--- config.mk ---
export PLATFORM = sky130hd
export DESIGN_NAME = block_allocator
export DESIGN_NICKNAME = d
export VERILOG_FILES = /design/src/rtl/block_allocator.sv
export SDC_FILE = /design/constraint.sdc
export NUM_CORES = 1
export LEC_CHECK = 0
export CORE_MARGIN = 5
export CORE_UTILIZATION = 45
export DETAILED_ROUTE_END_ITERATION = 7
export PLACE_DENSITY = 0.88
export SYNTH_ARGS = -nofsm -noshare
export SYNTH_HDL_FRONTEND = slang
export SYNTH_SLANG_ARGS = --single-unit
export TNS_END_PERCENT = 100
--- constraint.sdc ---
create_clock -name i_clock -period 2.8 [get_ports i_clock]
set_input_delay 0.84 -clock i_clock [delete_from_list [all_inputs] [get_ports i_clock]]
set_output_delay 0.84 -clock i_clock [all_outputs]
set_load 0.01 [all_outputs]
--- src/rtl/block_allocator.sv ---
// Next-fit block allocator for the card-list RAM: scans fixed-size blocks for a clear tag bit,
// claims it, and supports explicit free. Owns the RAM port only while o_busy is high.
module block_allocator #(
  parameter int ADDR_WIDTH  = 10,
  parameter int DATA_WIDTH  = 32,
  parameter int BLOCK_WORDS = 32,
  parameter int FIRST_BLOCK = 1
) (
  input  logic                  i_clock,
  input  logic                  i_reset,
  input  logic                  i_alloc_req,
  input  logic                  i_free_req,
  input  logic [ADDR_WIDTH-1:0] i_free_addr,
  output logic                  o_busy,
  output logic                  o_done,
  output logic                  o_success,
  output logic [ADDR_WIDTH-1:0] o_out_address,
  output logic [ADDR_WIDTH-1:0] o_ram_address,
  output logic [DATA_WIDTH-1:0] o_ram_data,
  output logic                  o_ram_wren,
  input  logic [DATA_WIDTH-1:0] i_ram_q
);
  localparam int NUM_BLOCKS = (2**ADDR_WIDTH) / BLOCK_WORDS;
  localparam int PW = $clog2(NUM_BLOCKS) + 1;
  localparam logic [ADDR_WIDTH-1:0] BASE  = ADDR_WIDTH'(FIRST_BLOCK * BLOCK_WORDS);
  localparam logic [ADDR_WIDTH-1:0] BSTEP = ADDR_WIDTH'(BLOCK_WORDS);
  localparam logic [ADDR_WIDTH-1:0] BMASK = ADDR_WIDTH'(BLOCK_WORDS - 1);
  localparam logic [PW-1:0]         MAXP  = PW'(NUM_BLOCKS - FIRST_BLOCK);
  localparam logic [DATA_WIDTH-1:0] TAG   = {1'b1, {(DATA_WIDTH-1){1'b0}}};

  typedef enum logic [2:0] {S_IDLE, S_FREE, S_READ, S_WAIT, S_CHECK, S_WRITE, S_DONE} state_t;

  state_t                r_state, w_next;
  logic [ADDR_WIDTH-1:0] r_cur, w_cur_d, r_next_ptr, w_inc, w_succ;
  logic [PW-1:0]         r_probes, w_probes_d, w_probes_inc;
  logic                  r_free_ok, w_free_ok;
  logic                  r_done, r_success, r_ram_wren;
  logic [ADDR_WIDTH-1:0] r_out_address, r_ram_address;
  logic [DATA_WIDTH-1:0] r_ram_data;
  logic                  w_unused_q;

  assign w_unused_q   = ^i_ram_q[DATA_WIDTH-2:0];
  assign w_inc        = r_cur + BSTEP;
  // Stepping past the top block overflows to 0; restart at the first allocatable block.
  assign w_succ       = (w_inc == '0) ? BASE : w_inc;
  assign w_probes_inc = r_probes + PW'(1);
  assign w_free_ok    = ((i_free_addr & BMASK) == '0) && (i_free_addr >= BASE);

  always_comb begin
    w_next     = r_state;
    w_cur_d    = r_cur;
    w_probes_d = r_probes;
    case (r_state)
      S_IDLE: begin
        if (i_alloc_req) begin
          w_next     = S_READ;
          w_cur_d    = r_next_ptr;
          w_probes_d = '0;
        end else if (i_free_req) begin
          w_next = S_FREE;
        end
      end
      S_FREE:  w_next = S_DONE;
      S_READ:  w_next = S_WAIT;
      S_WAIT:  w_next = S_CHECK;
      S_CHECK: begin
        if (!i_ram_q[DATA_WIDTH-1]) begin
          w_next = S_WRITE;
        end else begin
          w_probes_d = w_probes_inc;
          if (w_probes_inc == MAXP) begin
            w_next = S_DONE;
          end else begin
            w_next  = S_READ;
            w_cur_d = w_succ;
          end
        end
      end
      S_WRITE: w_next = S_DONE;
      S_DONE:  w_next = S_IDLE;
      default: w_next = S_IDLE;
    endcase
  end

  always_ff @(posedge i_clock or posedge i_reset) begin
    if (i_reset) begin
      r_state       <= S_IDLE;
      r_cur         <= '0;
      r_probes      <= '0;
      r_next_ptr    <= BASE;
      r_free_ok     <= 1'b0;
      r_done        <= 1'b0;
      r_success     <= 1'b0;
      r_out_address <= '0;
      r_ram_address <= '0;
      r_ram_data    <= '0;
      r_ram_wren    <= 1'b0;
    end else begin
      r_state  <= w_next;
      r_cur    <= w_cur_d;
      r_probes <= w_probes_d;
      if (r_state == S_IDLE) r_free_ok <= w_free_ok;
      r_done <= (w_next == S_DONE);
      if (w_next == S_DONE)
        r_success <= (r_state == S_WRITE) || ((r_state == S_FREE) && r_free_ok);
      // RAM controls are registered off the next state so they line up with the state they serve.
      r_ram_wren <= (w_next == S_WRITE) || ((w_next == S_FREE) && w_free_ok);
      r_ram_data <= (w_next == S_WRITE) ? TAG : '0;
      case (w_next)
        S_READ:  r_ram_address <= w_cur_d;
        S_FREE:  if (w_free_ok) r_ram_address <= i_free_addr;
        S_WRITE: r_ram_address <= r_cur;
        default: ;
      endcase
      if (r_state == S_WRITE) begin
        r_out_address <= r_cur;
        r_next_ptr    <= w_succ;
      end
    end
  end

  assign o_busy        = (r_state != S_IDLE);
  assign o_done        = r_done;
  assign o_success     = r_success;
  assign o_out_address = r_out_address;
  assign o_ram_address = r_ram_address;
  assign o_ram_data    = r_ram_data;
  assign o_ram_wren    = r_ram_wren;
endmodule

[Word level (Yosys, flattened, before mapping)]
Cells that the tools add are included.
Storage, ports and cells
  word-level logic and storage cells: 57
  input port bits: 46
  flip-flop bits (word level): 85
  output and inout bits: 56
Operators by class
  muxes and demuxes: 16
  reduce and logical (&&, ||, !) cells: 14
  $lt $le $gt $ge: 1
  $add $sub $neg: 2
  equality and inequality tests: 13
Operators with widths (count)
  10-bit two-way mux: 5
  32-bit two-way mux: 1
  10-bit case mux with 3 select lines: 1
  10-bit zero test: 2
  10-bit case mux with 2 select lines: 1
  3-bit case mux with 5 select lines: 1
  3-bit == test, second input constant: 4
  3-bit two-way mux: 4
  6-bit two-way mux: 2
  6-bit case mux with 2 select lines: 1
  10-bit by 6-bit adder with 10-bit output, second input constant: 1
  10-bit by 6-bit greater-or-equal comparator with 1-bit output, second input constant: 1
  3-bit by 2-bit == test with 1-bit output, second input constant: 3
  6-bit by 1-bit adder with 6-bit output, second input constant: 1
  3-bit by 1-bit == test with 1-bit output, second input constant: 2
  6-bit by 5-bit == test with 1-bit output, second input constant: 1
  2-bit inequality test, second input constant: 3
  3-bit nonzero test: 2
  1-bit logical AND: 3
  3-bit zero test: 1
  3-bit AND reduction: 1
  1-bit logical OR: 2
  2-bit AND reduction: 1
  2-bit nonzero test: 1
  2-bit OR reduction: 1

[Depth between registers and ports, before layout]
Gate-level depths: netlist of run 1.
  word-level depth: 8
  depth in mapped cells: 8
  mapped depth without buffers: 7

[Least setup slack after synthesis of run 1]
Ideal clock, no wire load.
  kind: input to register
  start: input port i_free_addr[0]
  end: register r_ram_address[6] (netlist: o_ram_address[6])
  data required time: 2679 ps
  setup slack: 291 ps
  path buffers: 1
  stages on the path: 7
  setup time: 121 ps
  arrival: 2388 ps
  cells stage by stage: or4_4 a211oi_4 a21oi_2 and2_1 buf_6 a221o_1 o22a_1
On the way
  word-level cells in the longest chain between the ends: 4
  elaborated cells on any way between the ends: 5
  classes of those cells: 1 x order compare; 1 x eq/ne; 3 x reduce/logical
RTL lines
  start: declaration: RTL line 13  | input logic [ADDR_WIDTH-1:0] i_free_addr,
  10-bit by 6-bit greater-or-equal comparator with 1-bit output / 10-bit zero test (equally long branches): RTL line 47  | assign w_free_ok = ((i_free_addr & BMASK) == '0) && (i_free_addr >= BASE);
  1-bit logical AND *: RTL line 47
  2-bit inequality test (no line) *
  2-bit AND reduction (no line) *
  end signal: assignment: RTL line 110  | S_READ: r_ram_address <= w_cur_d;
  end signal: assignment: RTL line 111  | S_FREE: if (w_free_ok) r_ram_address <= i_free_addr;
  end signal: assignment: RTL line 112  | S_WRITE: r_ram_address <= r_cur;
  end: declaration: RTL line 38  | logic [ADDR_WIDTH-1:0] r_out_address, r_ram_address;
Mark *: on every way between the ends. The rest lies on a longest branch, timed or not.
A chain may end at the register's enable or synchronous reset.

[Final worst setup path of run 1]
Ends and elaborated chain as after synthesis.

==> impl_metrics.py, run 1 <==
metrics = {
    "sta": {
        "setup_ws_ns": 0.106,
        "rsz0062_at_grt": "false",
        "timing.final.crit_share": 0.962,
        "worst_pin_slew_ns": 0.740,
        "hold_violations": 0,
        "slew_viol_final": 0,
        "fin_crit_ns": 2.69,
        "finClkSkew_ns": 0.00366,
        "slew_headroom": 0.505,
        "setup_viol_count_final": 0,
        "fmax_mhz": 371,
    },
    "die": {
        "ios": 102,
        "initial_utilization": 0.466,
        "die_y_microns": 88.6,
        "num_rows": 28,
        "dieArea_sq_um": 7840,
        "die_x_microns": 88.6,
        "core_sq_um": 5960,
    },
    "critical_path": {
        "cpMaxStageDelayCell": "or4_4",
        "worst-setup-path-type": "input pin to flop",
        "max_stage_delay_ns": 0.54,
        "worstPathRequired_ns": 3.00,
        "arrival_ns": 2.89,
        "path_cells": "clkdlybuf4s50_1 -> or4_4 -> a211oi_4 -> a21oi_2 -> and2_1 -> a221o_1 -> o22a_1",
        "worstSetupEndpointType": "flop",
        "worstPathMaxFanout": 7,
        "r2r-start": "r_cur[5]",
        "cp-startpoint": "i_free_addr[0]",
        "crit_path_start_kind": "input pin",
    },
    "logic_synthesis": {
        "yosysWarnings": 0,
        "synth_edf_count": 0,
        "synthCells": 295,
        "postSynthAreaPerCell_sq_um": 9.41,
        "synth.distinct_cells": 52,
        "synth_ff_type": "dfrtp_1",
        "ys_ff_latch": 54,
        "async_flop_share": 1.00,
        "synth_area_sq_um": 2780,
        "ys_seq_area_frac": 0.487,
    },
    "power_and_ir_drop": {
        "power_frac_clock": 0.167,
        "p_total_uw": 2560,
        "swShare": 0.380,
        "vdd_drop_max_mv": 0.523,
        "power.density_nw_per_um2": 780,
        "p_switching_uw": 970,
        "power_leakage_uw": 0.00161,
        "intPower_uw": 1590,
        "combinationalPowerShare": 0.394,
        "p_seq_frac": 0.439,
    },
    "clock_network": {
        "cts_tree": "yes",
        "cts_buffer_depth": 2,
        "cts_made_buffers": 5,
        "cts_root_buf": "clkbuf_8",
        "cts_setup_buffers": 0,
        "cts-resized-gates": 0,
        "cts_hold_buf": 0,
        "cts.sinks": 54,
        "path_clk_slew_ns": 0.09,
        "worstSkewPairLatency_ns": 0.31,
        "htree_num_levels": 2,
    },
    "placement": {
        "place_ws_ns": -0.208,
        "dp_hpwl_microns": 4600,
        "globalplace.congestion": 0.906,
        "port_buffers": 39,
    },
    "cells_and_area": {
        "n_antenna_cell": 0,
        "nNetsFinal": 389,
        "seqCellArea_sq_um": 1350,
        "area_delta_synth_final_pct": 17.9,
        "drive_above_1_share": 0.0909,
        "multi_input_area_sq_um": 1220,
        "nFillCells": 544,
    },
    "detailed_routing": {
        "wire_per_inst_microns": 15.0,
        "viasPerCell": 5.38,
        "antenna_left": 0,
        "drtIter0Drc": 241,
        "wl_microns": 6230,
        "drc_errors": 0,
        "drt_pass1_iterations": 5,
        "num_vias": 2240,
    },
    "worst_hold_path": {
        "min-delay-start": "r_next_ptr[1]",
        "hold_class": "flop to flop",
    },
    "global_route": {
        "grt_pass1_vias": 2129,
        "grt_antenna_before_repair": 0,
        "grt_max_degree": 54,
        "grtUsageTotal": 0.164,
        "overflow": 0,
        "grt_pass1_wl_microns": 10100,
    },
    "job": {
        "max_cap_violations": 0,
    },
    "status": {
        "status": "finished clean",
    },
}
==> metal layers <==
layer / part of all wire / vias up / track usage
met2: 0.46 / 89 / 0.255
met5: 0 / - / 0
li1: - / 1044 / -
met4: 0.011 / 0 / 0.0549
met1: 0.45 / 1098 / 0.233
met3: 0.078 / 9 / 0.0317
==> layout by cell type (no fill, tap or decap), types with 2 or more instances in the layout <==
cell type	instances
buf_4	11
o21ai_0	7
nand3b_1	2
clkbuf_8	5
a41oi_1	2
nand2_1	67
inv_1	5
o22a_1	3
o21ai_1	7
a21oi_1	8
nor2b_1	2
nand3_1	6
nor3_1	7
xor2_1	4
nor2_1	16
clkdlybuf4s50_1	39
dfrtp_1	53
o21a_1	3
conb_1	31
and2_1	7
nor4_1	2
a21o_1	6
a31oi_1	2
nand4_1	2
a22o_1	3
and3_1	2
ha_1	3
a221o_1	8
inv_2	2
==> synth_stat cells (all sizes together), types with 2 or more instances <==
master / count / area [sq um]
nand2: 67 / 251
a21oi: 9 / 48.8
nor2b: 2 / 12.5
xor2: 4 / 35.0
inv: 7 / 26.3
a21o: 6 / 45.0
a22o: 3 / 26.3
nor4: 2 / 12.5
o21ai: 14 / 70.1
a31oi: 2 / 12.5
o21a: 3 / 22.5
nor3: 7 / 35.0
and3: 2 / 12.5
dfrtp: 53 / 1330
ha: 3 / 37.5
a41oi: 2 / 17.5
nand3: 6 / 30.0
a221o: 8 / 80.1
buf: 34 / 254
nor2: 17 / 66.3
nand3b: 2 / 15.0
nand4: 2 / 12.5
clkbuf: 9 / 33.8
and2: 7 / 43.8
o22a: 3 / 26.3
==> final timing paths <==
path                                     to  slack [ns]  cells past startpoint
hold reg to reg               r_next_ptr[1]        0.48                      2
max in group asynchronous     r_next_ptr[5]        1.62                      3
setup reg to reg           o_ram_address[4]        0.55                      7
hold / removal                r_next_ptr[1]        0.48                      2
min in group asynchronous  o_out_address[0]        0.69                      2
setup / recovery           o_ram_address[6]        0.11                      7
==> cell type report <==
type,instances,area share
Inverter,7,0.00802
Clock buffer,6,0.0222
Timing Repair Buffer,51,0.151
Multi-Input combinational cell,221,0.373
Sequential cell,54,0.413
Clock inverter,2,0.00420
Tap cell,75,0.0287
==> flip-flops by register name (all words and copies together) (netlist names) <==
| signal | cells |
|---|---|
| o_ram_wren | 1 |
| o_done | 1 |
| r_next_ptr | 10 |
| r_free_ok | 1 |
| o_ram_address | 10 |
| o_out_address | 10 |
| r_cur | 10 |
| o_success | 1 |
| r_probes | 6 |
| o_ram_data | 1 |
| r_state | 3 |
==> power groups by stage <==
stage	Sequential [uW]	Clock, uW	Combinational (uW)
after global routing	1150	467	1110
final	1120	427	1010
after CTS	1120	433	1000
after floorplan	1080	0	678
after detailed placement	1140	0	995
after global placement	1130	0	967
==> through the flow <==
| step | setup TNS [ns] | hold WS [ns] | instances | utilization | instance area [sq um] |
|---|---|---|---|---|---|
| after global routing | 0 | 0.515 | 416 | 0.550 | 3270 |
| after floorplan | 0 | 0.437 | 325 | - | 2890 |
| after CTS | 0 | 0.486 | 416 | 0.550 | 3270 |
| final | 0 | 0.485 | 416 | 0.550 | 3270 |
| after global placement | -0.800 | 0.451 | 408 | 0.535 | 3190 |
| after detailed placement | -1.29 | 0.462 | 408 | 0.535 | 3190 |
==> cell families after synthesis <==
logic type                 after synthesis  synth area share
DFF                                     54             0.487
and+or+nand+nor                        122             0.206
xor gates and xnor gates                 5            0.0158
muxes                                    1           0.00406
AOI/OAI and AO/OA                       59             0.159
other                                    1           0.00135
adders and majority gates                3            0.0135
buffers and inverters                   50             0.113
==> critical path, delay by kind of cell <==
family | cells | cell delay [ns]
buf+inv | 1 | 0.40
compound gates | 4 | 0.84
simple gates | 2 | 0.81
No activity file was read; power rests on OpenSTA's default activity.
==> run 2, diff against run 1 <==
==> constraint.sdc (replaced) <==
create_clock -name i_clock -period 2.8 [get_ports i_clock]
set_input_delay 0.42 -clock i_clock [delete_from_list [all_inputs] [get_ports i_clock]]
set_output_delay 0.42 -clock i_clock [all_outputs]
set_load 0.01 [all_outputs]
==> impl_metrics.py, run 2 (synthesis gave the netlist of run 1 again) <==
metrics = {
    "status": {
        "status": "finished clean",
    },
    "die": {
        "ios": 102,
        "core_sq_um": 5960,
        "initial_utilization": 0.466,
        "num_rows": 28,
        "die_x_microns": 88.6,
        "die_y_microns": 88.6,
        "dieArea_sq_um": 7840,
    },
    "detailed_routing": {
        "viasPerCell": 5.13,
        "wire_per_inst_microns": 14.7,
        "drc_errors": 0,
        "wl_microns": 6000,
        "drt_pass1_iterations": 4,
        "antenna_left": 0,
        "drtIter0Drc": 149,
        "num_vias": 2094,
    },
    "critical_path": {
        "crit_path_start_kind": "flop",
        "cpMaxStageDelayCell": "dfrtp_1",
        "worstPathMaxFanout": 12,
        "r2r_cells": 7,
        "r2r_slack_ns": 0.53,
        "worstSetupEndpointType": "primary output",
        "r2r_end": "o_ram_address[6]",
        "arrival_ns": 1.88,
        "path_cells": "nor2_1 -> nand2_1 -> clkdlybuf4s50_1",
        "max_stage_delay_ns": 0.51,
        "worst-setup-path-type": "flop to primary output",
        "worstPathRequired_ns": 2.38,
        "r2r-start": "r_probes[0]",
    },
    "cells_and_area": {
        "area_delta_synth_final_pct": 16.6,
        "final_common_cell": "nand2_1",
        "layout_common_cells": "nand2_1, dfrtp_1, clkdlybuf4s50_1",
        "drive_above_1_share": 0.0691,
        "nNetsFinal": 381,
        "n_antenna_cell": 0,
    },
    "power_and_ir_drop": {
        "power_leakage_uw": 0.00158,
        "p_total_uw": 2580,
        "power.density_nw_per_um2": 797,
        "vdd_drop_max_mv": 0.411,
    },
    "sta": {
        "fin_crit_ns": 2.30,
        "setup_viol_count_final": 0,
        "tns_ns": 0,
        "finClkSkew_ns": 0.00430,
        "slew_viol_final": 0,
        "worst_pin_slew_ns": 0.728,
        "hold_violations": 0,
        "fmax_mhz": 435,
        "timing.final.crit_share": 0.822,
        "rsz0062_at_grt": "false",
        "slew_headroom": 0.513,
    },
    "clock_network": {
        "cts.sinks": 54,
        "cts_made_buffers": 5,
        "cts-resized-gates": 0,
        "cts_tree": "yes",
        "worstSkewPairLatency_ns": 0.31,
        "cts_buffer_depth": 2,
        "cts_root_buf": "clkbuf_8",
        "cts_hold_buf": 0,
        "htree_num_levels": 2,
        "cts_setup_buffers": 0,
        "path_clk_slew_ns": 0.09,
    },
    "worst_hold_path": {
        "hold_class": "input pin to asynchronous set/reset pin",
    },
    "global_route": {
        "grtUsageTotal": 0.161,
        "grt_antenna_before_repair": 0,
        "grt_pass1_vias": 2086,
        "grt_pass1_wl_microns": 9850,
        "overflow": 0,
        "grt_max_degree": 32,
    },
    "placement": {
        "dp_hpwl_microns": 4420,
        "globalplace.congestion": 0.898,
        "port_buffers": 39,
    },
    "job": {
        "max_cap_violations": 0,
    },
}
## run 2: cell count changes in the layout (fill, tap and decap cells not counted)
cell	delta
buf_4	-8
bufinv_16	+1
clkinv_2	-1
clkinv_4	-1
clkinvlp_4	+1
## run 2: per-stage QoR
step                      hold slack, ns  cell area, sq um  setup WS, ns  cells   util
after floorplan                    0.437              2890         0.711    325      -
after global placement             0.451              3130         0.196    400  0.525
after detailed placement           0.455              3130         0.177    400  0.525
after CTS                          0.479              3240         0.500    408  0.544
after global routing               0.505              3240         0.371    408  0.544
final                              0.460              3240         0.499    408  0.544
## run 2: report_power, final
part	internal [uW]	total [uW]	switching (uW)
Sequential	941	1120	179
Combinational	431	937	506
Clock	267	524	257
Total	1640	2580	941
## run 2: layer usage
layer  vias to the layer above  routed length [microns]  global-route usage
li1                       1022                        -                   -
met1                       988                     2770               0.232
met2                        77                     2660               0.237
met3                         7                      511              0.0438
met4                         0                       61              0.0508
met5                         -                        0                   0
## run 2: layout make-up
cell class	count	area [sq um]
clock buffers	6	72.6
clock inverters	2	37.5
fillers	536	2720
inverters	7	26.3
multi-input cells	221	1220
flip-flops and latches	54	1350
well taps	75	93.8
repair buffers	43	433
## run 2: worst max-delay path, delay by kind of cell (launching register included)
| kind | cells | cell delay (ns) |
|---|---|---|
| buf+inv | 1 | 0.51 |
| flops | 1 | 0.51 |
| simple gates | 2 | 0.54 |
## run 2: how the worst max path moves through the flow
stage,startpoint,endpoint,cells after the start
finish,r_state[1],o_busy,3
global route,r_state[1],o_busy,3
CTS,r_state[1],o_busy,3
detailed placement,i_free_addr[0],o_ram_address[6],7
global placement,i_free_addr[0],o_ram_address[6],7
floorplan,i_free_addr[0],o_ram_address[6],7
==> run 3, diff against run 2 <==
--- a/config.mk
+++ b/config.mk
@@ -6,9 +6,9 @@
 export NUM_CORES = 1
 export LEC_CHECK = 0
 export CORE_MARGIN = 5
-export CORE_UTILIZATION = 45
+export CORE_UTILIZATION = 40
 export DETAILED_ROUTE_END_ITERATION = 7
-export PLACE_DENSITY = 0.88
+export PLACE_DENSITY = 0.83
 export SYNTH_ARGS = -nofsm -noshare
 export SYNTH_HDL_FRONTEND = slang
 export SYNTH_SLANG_ARGS = --single-unit
==> constraint.sdc (replaced) <==
create_clock -name i_clock -period 2 [get_ports i_clock]
set_input_delay 0.3 -clock i_clock [delete_from_list [all_inputs] [get_ports i_clock]]
set_output_delay 0.3 -clock i_clock [all_outputs]
set_load 0.01 [all_outputs]
==> impl_metrics.py, run 3 (synthesis gave the netlist of run 1 again) <==
metrics = {
    "clock_network": {
        "cts.sinks": 54,
        "cts_tree": "yes",
        "worstSkewPairLatency_ns": 0.31,
        "cts_made_buffers": 5,
        "cts_buffer_depth": 2,
        "cts_root_buf": "clkbuf_8",
        "cts_hold_buf": 0,
        "path_clk_slew_ns": 0.10,
        "htree_num_levels": 2,
    },
    "detailed_routing": {
        "viasPerCell": 5.10,
        "drtIter0Drc": 228,
        "wire_per_inst_microns": 15.1,
        "antenna_left": 0,
        "num_vias": 2327,
        "wl_microns": 6870,
        "drt_pass1_iterations": 5,
        "drc_errors": 0,
    },
    "critical_path": {
        "arrival_ns": 2.22,
        "worstPathMaxFanout": 4,
        "worstPathRequired_ns": 2.21,
        "worst-setup-path-type": "flop to flop",
        "crit_path_start_kind": "flop",
        "worstSetupEndpointType": "flop",
    },
    "global_route": {
        "grtUsageMet2": 0.266,
        "grt_pass1_wl_microns": 11200,
        "grt_pass1_vias": 2387,
        "met1_usage": 0.200,
        "grt_max_degree": 55,
        "grt_antenna_before_repair": 0,
        "overflow": 0,
        "grtUsageMet3": 0.0426,
        "grt_busiest_layer": "met2",
        "grtUsageTotal": 0.160,
    },
    "status": {
        "violations": "setup timing",
        "status": "finished, violations left",
    },
    "sta": {
        "fin_crit_ns": 2.01,
        "slew_viol_final": 0,
        "setup_viol_count_final": 1,
        "timing.final.crit_share": 1.01,
        "worst_pin_slew_ns": 0.498,
        "slew_headroom": 0.665,
        "fmax_mhz": 496,
        "rsz0062_at_grt": "true",
        "setup_ws_ns": -0.0150,
        "finClkSkew_ns": 0.0119,
        "hold_violations": 0,
        "fin_hold_ws_ns": 0.341,
    },
    "cells_and_area": {
        "layout_common_cells": "nand2_1, dfrtp_1, buf_4",
        "finish.instance_area_sq_um": 3680,
        "n_antenna_cell": 0,
        "nFillCells": 586,
        "utilization": 0.545,
        "area_delta_synth_final_pct": 32.7,
        "final_common_cell": "nand2_1",
        "drive_above_1_share": 0.245,
        "nNetsFinal": 425,
    },
    "die": {
        "initial_utilization": 0.411,
        "core_sq_um": 6760,
        "dieArea_sq_um": 8710,
        "ios": 102,
        "die_x_microns": 93.3,
        "die_y_microns": 93.3,
        "num_rows": 30,
    },
    "placement": {
        "globalplace.congestion": 0.866,
        "placed_cell_area_sq_um": 3410,
        "dp_hpwl_microns": 4960,
        "place_ws_ns": -0.429,
        "port_buffers": 39,
    },
    "power_and_ir_drop": {
        "power.density_nw_per_um2": 1110,
        "power_leakage_uw": 0.00180,
        "vdd_drop_max_mv": 0.429,
    },
    "worst_hold_path": {
        "hold_class": "input pin to asynchronous set/reset pin",
    },
    "job": {
        "max_cap_violations": 0,
    },
}
==> run 3: cell count changes in the layout (fill, tap and decap cells not counted), sizes merged <==
cell	change
clkdlybuf4s50	-1
bufinv	-1
clkbuf	-1
clkinvlp	+1
buf	+44
dlygate4sd2	+1
==> run 3: final timing paths <==
kind                                     to  slack, ns  cells past startpoint     startpoint
setup reg to reg           o_ram_address[6]      -0.01                      7    r_probes[1]
hold / removal                   r_state[2]       0.34                      3        i_reset
max in group asynchronous     r_next_ptr[5]       1.37                      3        i_reset
setup / recovery           o_ram_address[6]      -0.01                      7    r_probes[1]
min in group i_clock          r_next_ptr[0]       0.48                      2  r_next_ptr[0]
hold reg to reg               r_next_ptr[0]       0.48                      2  r_next_ptr[0]
==> run 3: report_power, final <==
group	internal, uW	switching, uW
registers	1320	201
clock network	240	366
logic	1000	955
total	2570	1520
==> run 3: through the flow <==
| stage | std cells | total power (uW) | setup TNS, ns |
|---|---|---|---|
| floorplan | 325 | 2460 | 0 |
| global placement | 440 | 3170 | -3.17 |
| detailed placement | 440 | 3230 | -3.58 |
| CTS | 451 | 3890 | -0.0204 |
| global route | 456 | 4360 | -0.563 |
| finish | 456 | 4090 | -0.0150 |
==> run 3: what timing repair did <==
item / CTS / global route
endpoints found under the setup margin: 11 / 21
resized for setup: 8 / 27
gates cloned: 0 / 0
pin swaps: 5 / 8
setup buffers: 4 / 5
==> run 3: metal layers <==
layer  routed length, microns  vias up
li1                         -     1114
met1                     2810     1111
met2                     3400       87
met3                      499       15
met4                      157        0
met5                        0        -
==> run 3: cell type report <==
type / instances / area [sq um] / share of cell area
Clock inverter: 2 / 15.0 / 0.00408
Inverter: 7 / 26.3 / 0.00713
Timing Repair Buffer: 87 / 778 / 0.211
Tap cell: 80 / 100 / 0.0272
Multi-Input combinational cell: 221 / 1340 / 0.364
Clock buffer: 5 / 68.8 / 0.0187
Sequential cell: 54 / 1360 / 0.368
==> run 3: critical path, cell delays in order (launching register included) <==
cell      delay (ns)
dfrtp_1         0.40
ha_2            0.20
xor2_1          0.17
nand4b_1        0.23
o21a_1          0.24
a221o_1         0.34
a21boi_1        0.15
o22a_1          0.17
